<file path="src/rtl/cpu_pkg.sv">
// Shared CPU types and constants for the fetch stage.
// Optional perf counters are enabled by defining FETCH_PERF_CNT_EN.
package cpu_pkg;

    localparam int PC_W_DEF   = 8;
    localparam int INST_W_DEF = 32;
    localparam int OPC_HI     = 31;
    localparam int OPC_LO     = 26;

    localparam logic [5:0] HALT_OPC_DEF = 6'h3F;

    typedef enum logic [1:0] {
        FETCH,
        DRAIN,
        HALTED
    } fetch_state_t;

endpackage

</file>
<file path="src/rtl/fetch_perf_counters.sv">
// Saturating event counters for the fetch stage.
// Instantiated only when FETCH_PERF_CNT_EN is defined.
module fetch_perf_counters (
    input  logic        clock,
    input  logic        reset,
    input  logic        fetch_inc,
    input  logic        stall_inc,
    input  logic        flush_inc,
    output logic [31:0] perf_fetch_cnt,
    output logic [31:0] perf_stall_cnt,
    output logic [15:0] perf_flush_cnt
);

    always_ff @(posedge clock or posedge reset) begin
        if (reset) begin
            perf_fetch_cnt <= '0;
            perf_stall_cnt <= '0;
            perf_flush_cnt <= '0;
        end else begin
            if (fetch_inc && perf_fetch_cnt != '1)
                perf_fetch_cnt <= perf_fetch_cnt + 1'b1;
            if (stall_inc && perf_stall_cnt != '1)
                perf_stall_cnt <= perf_stall_cnt + 1'b1;
            if (flush_inc && perf_flush_cnt != '1)
                perf_flush_cnt <= perf_flush_cnt + 1'b1;
        end
    end

endmodule

</file>
<file path="src/rtl/if_fetch_unit.sv">
// Instruction-fetch stage: PC, imem req/ack, IF/ID controls.
// Define FETCH_PERF_CNT_EN to add saturating perf counters.
module if_fetch_unit
    import cpu_pkg::*;
#(
    parameter int              PC_W        = PC_W_DEF,
    parameter int              INST_W      = INST_W_DEF,
    parameter logic [PC_W-1:0] RESET_PC    = '0,
    parameter logic [5:0]      HALT_OPCODE = HALT_OPC_DEF
) (
    input  logic              clock,
    input  logic              reset,
    input  logic              stall_in,
    input  logic              redirect,
    input  logic [PC_W-1:0]   redirect_target,
    output logic              imem_req,
    output logic [PC_W-1:0]   imem_addr,
    input  logic              imem_ack,
    input  logic [INST_W-1:0] imem_rdata,
    output logic [INST_W-1:0] instruction_out,
    output logic [PC_W-1:0]   pc_next_out,
    output logic              if_not_enable,
    output logic              if_clear,
    output logic              halted
`ifdef FETCH_PERF_CNT_EN
    ,
    output logic [31:0]       perf_fetch_cnt,
    output logic [31:0]       perf_stall_cnt,
    output logic [15:0]       perf_flush_cnt
`endif
);

    fetch_state_t state, state_n;

    logic [PC_W-1:0]   pc;
    logic [PC_W-1:0]   req_addr;
    logic [INST_W-1:0] inst_buf;
    logic [PC_W-1:0]   inst_pc;
    logic              inst_valid;
    logic              req_c;
    logic              is_halt;
    logic              consume;
    logic              in_flight;

    assign is_halt   = imem_rdata[OPC_HI:OPC_LO] == HALT_OPCODE;
    assign consume   = inst_valid & ~stall_in;
    assign in_flight = req_c & ~imem_ack;

    always_ff @(posedge clock or posedge reset) begin
        if (reset) state <= FETCH;
        else       state <= state_n;
    end

    always_comb begin
        state_n = state;
        req_c   = 1'b0;
        unique case (state)
            FETCH: begin
                req_c = ~(inst_valid & stall_in);
                if (req_c && imem_ack && is_halt)
                    state_n = HALTED;
            end
            DRAIN: begin
                req_c = 1'b1;
                if (imem_ack) state_n = FETCH;
            end
            HALTED: req_c = 1'b0;
            default: state_n = FETCH;
        endcase
        // A request left un-acked by a redirect must be drained first
        if (redirect) state_n = in_flight ? DRAIN : FETCH;
    end

    always_ff @(posedge clock or posedge reset) begin
        if (reset) begin
            pc         <= RESET_PC;
            req_addr   <= RESET_PC;
            inst_buf   <= '0;
            inst_pc    <= '0;
            inst_valid <= 1'b0;
        end else if (redirect) begin
            pc         <= redirect_target;
            inst_valid <= 1'b0;
            if (!in_flight) req_addr <= redirect_target;
        end else begin
            unique case (state)
                FETCH: begin
                    if (req_c && imem_ack) begin
                        inst_buf   <= imem_rdata;
                        inst_pc    <= pc;
                        inst_valid <= 1'b1;
                        pc         <= pc + 1'b1;
                        req_addr   <= pc + 1'b1;
                    end else if (consume) begin
                        inst_valid <= 1'b0;
                    end
                end
                DRAIN: if (imem_ack) req_addr <= pc;
                HALTED: if (consume) inst_valid <= 1'b0;
                default: ;
            endcase
        end
    end

    assign imem_req        = req_c & ~reset;
    assign imem_addr       = req_addr;
    assign instruction_out = inst_buf;
    assign pc_next_out     = inst_pc + 1'b1;
    assign if_not_enable   = stall_in;
    assign if_clear        = ~inst_valid | redirect;
    assign halted          = state == HALTED;

`ifdef FETCH_PERF_CNT_EN
    fetch_perf_counters u_perf (
        .clock          (clock),
        .reset          (reset),
        .fetch_inc      (state == FETCH && !redirect && req_c && imem_ack),
        .stall_inc      (inst_valid & stall_in),
        .flush_inc      (redirect),
        .perf_fetch_cnt (perf_fetch_cnt),
        .perf_stall_cnt (perf_stall_cnt),
        .perf_flush_cnt (perf_flush_cnt)
    );
`endif

endmodule

</file>
<file path="config.mk">
export PLATFORM = sky130hd
export DESIGN_NAME = if_fetch_unit
export DESIGN_NICKNAME = d
export VERILOG_FILES = /design/src/rtl/cpu_pkg.sv /design/src/rtl/fetch_perf_counters.sv /design/src/rtl/if_fetch_unit.sv
export SDC_FILE = /design/constraint.sdc
export NUM_CORES = 1
export LEC_CHECK = 0
export CORE_MARGIN = 1
export CORE_UTILIZATION = 46
export CTS_BUF_LIST = sky130_fd_sc_hd__clkbuf_4 sky130_fd_sc_hd__clkbuf_8
export DETAILED_ROUTE_END_ITERATION = 10
export PLACE_DENSITY = 0.91
export SYNTH_ARGS = -nofsm -noshare
export SYNTH_HDL_FRONTEND = slang
export SYNTH_SLANG_ARGS = --single-unit
</file>
<file path="constraint.sdc">
create_clock -name clock -period 3.25 [get_ports clock]
set_clock_uncertainty 0.2 [all_clocks]
set_input_delay 0.975 -clock clock [delete_from_list [all_inputs] [get_ports clock]]
set_output_delay 0.975 -clock clock [all_outputs]
set_load 0.02 [all_outputs]
</file>
==> flow_metrics.env <==
export IMPL_diodes=0
export IMPL_fillers=426
export IMPL_final_layout_size_suffix_gt1_frac=0.225
export IMPL_hold_class="flip-flop to flip-flop"
export IMPL_drc=0
export IMPL_endpoint_kind="primary output"
export IMPL_coreArea_um2=5610
export IMPL_grt_use_total=0.223
export IMPL_initial_core_util=0.488
export IMPL_tightest_slew_ps=753
export IMPL_yosys_most_used_dff="dfrtp_1"
export IMPL_htreeDepth=3
export IMPL_power_frac_comb=0.351
export IMPL_path_class="primary input to primary output"
export IMPL_clockBufferDepth=2
export IMPL_synth_warnings=0
export IMPL_total_power_w=0.00255
export IMPL_relSlewSlack=0.497
export IMPL_p_sw_w=0.000804
export IMPL_syn_area_um2=2730
export IMPL_max_freq_ghz=0.313
export IMPL_seq_area_um2=1480
export IMPL_yosys_area_top_type_share=0.540
export IMPL_ys_types=42
export IMPL_hold_viol_final=0
export IMPL_dr_first_iter_drc_count=98
export IMPL_syn_nets=270
export IMPL_cp_max_fo=2
export IMPL_maxSlewViolCount=0
export IMPL_power_density_nw_per_um2=630
export IMPL_ys_seq_elements=59
export IMPL_die_w_um=79.1
export IMPL_async_flop_share=1.00
export IMPL_antenna_found_initial=0
export IMPL_rsz0062_at_grt="no"
export IMPL_std_cell_rows=27
export IMPL_clk_latency_ps=320
export IMPL_clk_pin_slew_ps=70
export IMPL_final_nets=375
export IMPL_cts_tree="done"
export IMPL_utilization=0.721
export IMPL_syn_area_per_cell_um2=12.3
export IMPL_synthToLayoutAreaGrowth_pct=48.0
export IMPL_grt_pass1_wl_mm=10.6
export IMPL_clock_root_buffer="clkbuf_8"
export IMPL_grt_pass1_vias=2219
export IMPL_post_dp_hpwl_mm=4.74
export IMPL_wl_per_cell_um=15.8
export IMPL_postSynthCellCount=223
export IMPL_cpPeakStageDelay_ps=420
export IMPL_clock_sinks=59
export IMPL_fin_tns_setup_ps=0
export IMPL_min_period_ps=3200
export IMPL_ys_seq_area_frac=0.540
export IMPL_crit_path_top_delay_cell="clkdlybuf4s50_1"
export IMPL_dr_pass1_iters=4
export IMPL_setup_viol=0
export IMPL_grt_overflow=0
export IMPL_die_area_um2=6260
export IMPL_synth_commonest_cells="59 x dfrtp_1, 46 x mux2_2, 13 x nand2_1"
export IMPL_via_per_inst=5.29
export IMPL_cap_violations=0
export IMPL_multi_input_area_um2=1190
export IMPL_power_frac_seq=0.390
export IMPL_crit_chain="clkdlybuf4s50_1, and3b_1, nor3_1, dlygate4sd1_1"
export IMPL_p_clk_frac=0.258
export IMPL_outcome="complete, no violations"
export IMPL_num_vias=2141
export IMPL_worstPathRequired_ps=2070
export IMPL_routabilityCongestion=0.836
export IMPL_cp_arrival_ps=2020
export IMPL_switching_share=0.316
export IMPL_critPathLaunchType="primary input"
export IMPL_min_period_over_period=0.984
export IMPL_p_leak_nw=1.67
export IMPL_synth_largest_area_cell="dfrtp_1"
export IMPL_die_h_um=79.1
export IMPL_yosysMostFrequentCell="dfrtp_1"
export IMPL_cts_made_buffers=9
export IMPL_synth_area_leaders="dfrtp_1 54%, mux2_2 19%, xnor2_1 2.6%"
export IMPL_grt_max_degree=25
export IMPL_peakVddDrop_v=0.000401
export IMPL_synth_edf_count=0
export IMPL_postCtsSetupBuffers=0
export IMPL_hold_ws_ps=304
export IMPL_ioPinCount=97
export IMPL_intPower_w=0.00174
export IMPL_ant_nets=0
export IMPL_port_buffers=96
export IMPL_routed_wl_mm=6.39
-- logic make-up (layout without fill, tap and decap cells) --
logic type	Yosys count	in the layout	share of synthesized area
AOI/OAI and AO/OA	26	26	0.0664
xor gates and xnor gates	13	13	0.0416
adders and majority gates	2	2	0.00915
buffers and inverters	18	128	0.0288
DFF	59	59	0.540
muxes	50	50	0.204
and+or+nand+nor	55	55	0.110
-- sequential cells by signal (all words and copies together), names as in the netlist --
signal           count
state                2
pc                   8
inst_valid           1
instruction_out     32
imem_addr            8
inst_pc              8
-- area by class of cell --
cell class | count | area share
inverters | 6 | 0.00557
multi-input cells | 146 | 0.293
well taps | 72 | 0.0223
clock inverters | 5 | 0.0130
flip-flops and latches | 59 | 0.365
repair buffers | 106 | 0.265
clock buffers | 11 | 0.0359
-- power groups by stage --
stage,logic [W],registers (W),clock network [W]
2_1_floorplan,0.000333,0.00112,0
3_3_place_gp,0.000880,0.000993,0
3_5_place_dp,0.000899,0.00101,0
4_1_cts,0.000903,0.000994,0.000668
5_1_grt,0.000950,0.00102,0.000702
6_report,0.000895,0.000994,0.000658
-- final timing paths --
path / from / to / slack (ps) / cells after the start
min: instruction_out[20] / instruction_out[20] / 300 / 1
max reg2reg: state[1] / imem_addr[3] / 1090 / 4
max in group asynchronous: reset / state[1] / 1270 / 4
min reg2reg: instruction_out[20] / instruction_out[20] / 300 / 1
min in group asynchronous: reset / imem_addr[6] / 960 / 3
max: stall_in / imem_req / 50 / 4
-- layer usage --
metal  vias up  GRT usage  routed length (um)
met5         -          0                   0
met4         0      0.116                 154
met3        14     0.0529                 409
met2        74      0.363                3170
met1      1043      0.275                2660
li1       1010          -                   -
-- layout by cell type, fill, tap and decap left out, types with 2 or more instances in the layout --
cell,Yosys,final
a21boi_0,3,3
a21oi_1,4,4
a31oi_1,2,2
buf_12,0,3
buf_4,1,7
clkbuf_8,0,10
clkdlybuf4s50_1,0,92
clkinv_2,0,3
dfrtp_1,59,59
dlygate4sd2_1,0,2
ha_1,2,2
inv_1,6,5
mux2_2,46,46
mux2i_1,4,4
nand2_1,13,13
nand2b_1,4,4
nand3_1,6,6
nand4_1,2,2
nor2_1,7,6
nor2b_1,2,2
nor3_1,6,6
nor3b_1,2,2
nor4_1,3,3
o21ai_0,4,4
o31a_1,3,3
o31ai_1,2,2
or4_1,2,2
xnor2_1,8,8
xor2_1,5,5
-- through the flow --
step                std cells  cell area, um2  setup WS, ps
floorplan                 223            2730           356
global placement          389            3850          -240
detailed placement        389            3850          -254
CTS                       405            4040          26.0
global route              405            4050          16.4
finish                    405            4050          51.4
-- worst max-delay path, delay by kind of cell --
kind                   cells  cell delay [ps]
buffers and inverters      2              750
AND/OR/NAND/NOR            2              290
-- repair_timing --
action / 4_1_cts / 5_1_grt
gates resized for setup: 3 / 3
setup endpoints to repair: 3 / 2
hold buffers: 0 / 0
No activity file was read; power rests on OpenSTA's default activity.
